File: src/rtl/quad_enc_counter_if.sv
// Quadrature counter bus: raw encoder pair and controls in, position and status out.
// master drives the encoder/controls, slave is the counter.
interface quad_enc_counter_if #(
  parameter int CNT_W = 8
);
  logic [1:0]       enc_inp;
  logic             en;
  logic             clr;
  logic [CNT_W-1:0] count;
  logic             dir;
  logic             step_valid;
  logic             ovf;
  logic             unf;
  logic             err;

  modport master (
    output enc_inp, en, clr,
    input  count, dir, step_valid, ovf, unf, err
  );

  modport slave (
    input  enc_inp, en, clr,
    output count, dir, step_valid, ovf, unf, err
  );
endinterface

File: src/rtl/quad_enc_counter.sv
// Quadrature encoder position counter: 2-flop sync, stability filter, Gray decode,
// wrap/saturate counter with one-cycle step/limit pulses. All state moves on falling Clkb.
module quad_enc_counter #(
  parameter int CNT_W      = 8,
  parameter int FILT_DEPTH = 2,
  parameter int WRAP       = 1,
  parameter int MODE       = 0
) (
  input  logic              Clkb,
  input  logic              RST,
  quad_enc_counter_if.slave bus
);
  localparam int FC_W = 4;

  logic [1:0]       s1, s2, cand, qf, qf_d;
  logic [FC_W-1:0]  filt_cnt, filt_nxt;
  logic             accept;
  logic             init_arm;
  logic [CNT_W-1:0] count_r;
  logic             dir_r, sv_r, ovf_r, unf_r, err_r;
  logic             chg, illegal, fwd, step, at_max, at_min;

  // A run of identical s2 samples that differ from qf is counted; the run restarts
  // whenever the candidate value changes.
  always_comb begin
    filt_nxt = FC_W'(1);
    if ((filt_cnt != '0) && (s2 == cand))
      filt_nxt = filt_cnt + FC_W'(1);
    accept = (s2 != qf) && (filt_nxt >= FC_W'(FILT_DEPTH));
  end

  // Forward Gray order is 00->01->11->10->00; that holds exactly when old B differs
  // from new A.
  always_comb begin
    chg     = (qf != qf_d);
    illegal = ((qf ^ qf_d) == 2'b11);
    fwd     = qf_d[1] ^ qf[0];
    if (MODE == 0)
      step = chg && !illegal;
    else
      step = ((qf_d == 2'b10) && (qf == 2'b00)) || ((qf_d == 2'b00) && (qf == 2'b10));
    at_max = (count_r == {CNT_W{1'b1}});
    at_min = (count_r == '0);
  end

  always_ff @(negedge Clkb or posedge RST) begin
    if (RST) begin
      s1       <= 2'b00;
      s2       <= 2'b00;
      cand     <= 2'b00;
      qf       <= 2'b00;
      qf_d     <= 2'b00;
      filt_cnt <= '0;
      init_arm <= 1'b1;
      count_r  <= '0;
      dir_r    <= 1'b0;
      sv_r     <= 1'b0;
      ovf_r    <= 1'b0;
      unf_r    <= 1'b0;
      err_r    <= 1'b0;
    end else begin
      s1   <= bus.enc_inp;
      s2   <= s1;
      qf_d <= qf;

      if (s2 == qf) begin
        filt_cnt <= '0;
      end else if (accept) begin
        qf       <= s2;
        filt_cnt <= '0;
      end else begin
        filt_cnt <= filt_nxt;
        cand     <= s2;
      end

      sv_r  <= 1'b0;
      ovf_r <= 1'b0;
      unf_r <= 1'b0;

      // The first accepted qf change after reset only establishes the phase.
      if (chg)
        init_arm <= 1'b0;

      if (bus.clr) begin
        count_r <= '0;
        err_r   <= 1'b0;
      end else if (chg && !init_arm) begin
        if (illegal) begin
          err_r <= 1'b1;
        end else if (step && bus.en) begin
          dir_r <= fwd;
          sv_r  <= 1'b1;
          if (fwd) begin
            ovf_r <= at_max;
            if (!at_max || (WRAP != 0))
              count_r <= count_r + CNT_W'(1);
          end else begin
            unf_r <= at_min;
            if (!at_min || (WRAP != 0))
              count_r <= count_r - CNT_W'(1);
          end
        end
      end
    end
  end

  assign bus.count      = count_r;
  assign bus.dir        = dir_r;
  assign bus.step_valid = sv_r;
  assign bus.ovf        = ovf_r;
  assign bus.unf        = unf_r;
  assign bus.err        = err_r;
endmodule

File: src/flat_wrapper.sv
// flat-port wrapper written by rule: the top's interface ports become plain ports
module quad_enc_counter_flat 
#(
  parameter int CNT_W      = 8,
  parameter int FILT_DEPTH = 2,
  parameter int WRAP       = 1,
  parameter int MODE       = 0
)
  (Clkb, RST, bus_enc_inp, bus_en, bus_clr, bus_count, bus_dir, bus_step_valid, bus_ovf, bus_unf, bus_err);
  quad_enc_counter_if #(.CNT_W(CNT_W)) bus_i ();
  input  logic Clkb;
  input  logic RST;
  input wire logic [$bits(bus_i.enc_inp)-1:0] bus_enc_inp;
  input wire logic [$bits(bus_i.en)-1:0] bus_en;
  input wire logic [$bits(bus_i.clr)-1:0] bus_clr;
  output wire logic [$bits(bus_i.count)-1:0] bus_count;
  output wire logic [$bits(bus_i.dir)-1:0] bus_dir;
  output wire logic [$bits(bus_i.step_valid)-1:0] bus_step_valid;
  output wire logic [$bits(bus_i.ovf)-1:0] bus_ovf;
  output wire logic [$bits(bus_i.unf)-1:0] bus_unf;
  output wire logic [$bits(bus_i.err)-1:0] bus_err;
  assign bus_i.enc_inp = bus_enc_inp;
  assign bus_i.en = bus_en;
  assign bus_i.clr = bus_clr;
  assign bus_count = bus_i.count;
  assign bus_dir = bus_i.dir;
  assign bus_step_valid = bus_i.step_valid;
  assign bus_ovf = bus_i.ovf;
  assign bus_unf = bus_i.unf;
  assign bus_err = bus_i.err;
  quad_enc_counter #(.CNT_W(CNT_W), .FILT_DEPTH(FILT_DEPTH), .WRAP(WRAP), .MODE(MODE)) u_core (.Clkb(Clkb), .RST(RST), .bus(bus_i));
endmodule
File: config.mk
export PLATFORM = sky130hd
export DESIGN_NAME = quad_enc_counter_flat
export DESIGN_NICKNAME = d
export VERILOG_FILES = /design/src/rtl/quad_enc_counter_if.sv /design/src/rtl/quad_enc_counter.sv /design/src/flat_wrapper.sv
export SDC_FILE = /design/constraint.sdc
export NUM_CORES = 1
export LEC_CHECK = 0
export ABC_AREA = 0
export BUFFER_PORTS_ARGS = -buffer_cell sky130_fd_sc_hd__buf_2
export CORE_ASPECT_RATIO = 1.5
export CORE_MARGIN = 1.5
export CORE_UTILIZATION = 50
export DETAILED_ROUTE_END_ITERATION = 10
export PLACE_DENSITY = 0.71
export SYNTH_ARGS = -nofsm -noshare
export SYNTH_HDL_FRONTEND = slang
export SYNTH_SLANG_ARGS = --single-unit
File: constraint.sdc
create_clock -name Clkb -period 2.5 [get_ports Clkb]
set_input_delay 0.25 -clock Clkb [delete_from_list [all_inputs] [get_ports Clkb]]
set_output_delay 0.25 -clock Clkb [all_outputs]
set_load 0.02 [all_outputs]
==> results.yml <==
synth:
  yosysMostFrequentCell: "dfrtn_1"
  ys_top_cells_by_area: "dfrtn_1 46%, ha_1 8.6%, a21oi_1 4.5%, xnor2_1 4.2%, nand2_1 3.4%"
  synth_area_per_cell_um2: 10.5
  syn_inst: 139
  synthArstFlopShare_pct: 100
  synthTopCellsByCount: "27 x dfrtn_1, 13 x a21oi_1, 13 x nand2_1, 10 x ha_1, 10 x inv_1"
  synth_warnings: 0
  synth_top_area_share_pct: 46.4
  synth_ff_type: "dfrtn_1"
  synth_area_um2: 1460
  ys_seq_elements: 28
  ys_types: 34
  synth_edf_count: 0
  synth.largest_area_cell: "dfrtn_1"
  seq_area_frac_synth_pct: 48.2
final_layout:
  n_antenna_cell: 0
  fillCellCount: 230
  area_growth_syn_to_layout_pct: 20.1
  nets: 194
  layout-drive-gt1-share_pct: 25.0
  utilization_pct: 64.0
  seqCellArea_um2: 702
  multiInputGateArea_um2: 723
placement:
  io_buffer_count: 18
  hpwl_um: 2300
  place.gp.congestion: 0.842
detailed_routing:
  drt_iter0_drc: 28
  vias: 1181
  firstDrtPassIters: 4
  wl_met2_um: 1730
  postRouteAntennaNets: 0
  wl_um: 3040
  dr_wl_met3_um: 92
  topRoutingLayerUsed: "met4"
  vias_per_cell: 5.54
  routedWlPerCell_um: 14.3
  m1WireLength_um: 1150
  drc: 0
timing:
  hold_viol: 0
  setup_viol: 0
  skew_ps: 52.9
  slew_viol_final: 0
grt:
  grt_pass1_vias: 1157
  globalRouteOverflowTotal: 0
  antenna_found_initial: 0
  grt_pass1_wl_um: 4920
  grt_max_degree: 29
  track_usage_pct: 20.1
setup_path:
  path_max_fanout: 5
  critical_path_class: "flop to primary output"
  cp-start-kind: "flop"
  timing.critical_path.buf_inv: 1
  cp_slowest_cell: "dfrtn_1"
  crit_required_ps: 2250
  arrival_ps: 2230
  endpoint_kind: "primary output"
  cpPeakStageDelay_ps: 500
  cp_top_family: "flip-flops"
  cp_cell_sequence: "buf_2"
outcome:
  status: "finished, final reports clean"
clock_network:
  clockBufferDepth: 2
  cts_tree: "done"
  htree_num_levels: 1
  cts-hold-fix-buffers: 0
  cts-root-buf: "clkbuf_8"
  clock_sinks: 28
  clkTransAtPathRegs_ps: 60
  clock_latency_ps: 320
  cts_buffers: 3
floorplan:
  row_count: 23
  die_h_um: 69.1
  die_width_um: 47.1
  pin_count: 19
  dieArea_um2: 3250
  core_um2: 2730
  initial_core_util_pct: 53.3
power_and_ir_drop:
  power_density_nw_per_um2: 1340
  p_leak_nw: 0.863
  vdd_drop_max_v: 0.000819
  total_power_mw: 2.34
min_path:
  hp-class: "flop to flop"
job:
  maxCapViolCount: 0
-- sequential cells by signal (all words and copies together), names as in the netlist, 2 cells and up --
signal	flops
u_core.cand	2
u_core.qf_d	2
u_core.s1	2
u_core.filt_cnt	4
u_core.s2	2
u_core.bus.count	8
u_core.qf	2
-- cell usage in the layout, fill, tap and decap left out, types with 2 or more instances in the layout --
cell type and n:
a211oi_1 4, a21o_1 3, a21oi_1 12, and2_1 2, and3_1 2, buf_2 18, buf_4 14, clkbuf_8 3
conb_1 3, dfrtn_1 27, ha_1 10, inv_1 10, mux2_2 4, nand2_1 13, nand2b_1 2, nand3_1 5
nor2_1 9, nor4_1 3, o21ai_0 4, o22ai_1 2, xnor2_1 7, xor2_1 2
-- what timing repair did --
action | in CTS | in global routing
resized for setup | 0 | 2
setup buffers | 1 | 4
endpoints found under the setup margin | 1 | 4
-- kinds of logic (layout without fill, tap and decap cells) --
logic type	count (synthesis)	after routing	synth area share, %
other	1	3	0.257
and+or+nand+nor	44	44	16.6
muxes	4	4	3.09
adders and majority gates	11	11	9.97
AOI/OAI and AO/OA	30	30	12.5
DFF	28	28	48.2
buffers and inverters	11	46	3.44
xor gates and xnor gates	10	10	6.01
-- stage by stage --
stage	std cells	instance area [um^2]	setup WS (ps)	TNS [ps]	hold WS (ps)
after global placement	204	1660	-174	-366	296
final	213	1750	23.0	0	311
after detailed placement	204	1660	-216	-477	306
after floorplan	141	1460	-101	-101	292
after CTS	209	1710	25.9	0	307
after global routing	213	1750	-22.8	-39.2	313
-- layout make-up --
class | count | share of cell area, %
clock buffers | 3 | 2.36
clock inverters | 2 | 0.429
multi-input cells | 102 | 41.3
flip-flops and latches | 28 | 40.1
well taps | 37 | 2.65
inverters | 9 | 1.93
repair buffers | 32 | 11.2
-- report_power, final --
part | internal [mW] | total (mW) | leakage, nW | switching, mW
clock network | 0.112 | 0.242 | 0.0285 | 0.130
registers | 0.574 | 0.673 | 0.350 | 0.0982
logic | 0.650 | 1.43 | 0.484 | 0.779
total | 1.34 | 2.34 | 0.863 | 1.01
-- final timing paths --
path,slack [ps],depth (start not counted),startpoint,to
setup / recovery,20,1,u_core.bus.count[4]$_DFFE_NP0P_,bus_count[4]
hold / removal,310,0,u_core.s1[1]$_DFF_NP0_,u_core.s2[1]$_DFF_NP0_
setup reg to reg,130,8,u_core.qf_d[1]$_DFF_NP0_,u_core.bus.count[6]$_DFFE_NP0P_
hold reg to reg,310,0,u_core.s1[1]$_DFF_NP0_,u_core.s2[1]$_DFF_NP0_
max in group asynchronous,950,3,RST,u_core.init_arm$_DFFE_NP1N_
min in group asynchronous,1170,3,RST,u_core.bus.count[2]$_DFFE_NP0P_
-- routing by layer --
| layer | up-vias | GRT usage [%] |
|---|---|---|
| li1 | 561 | - |
| met5 | - | 0 |
| met4 | 0 | 8.33 |
| met1 | 579 | 23.4 |
| met2 | 35 | 35.2 |
| met3 | 6 | 1.83 |
No activity file was read; power rests on OpenSTA's default activity.
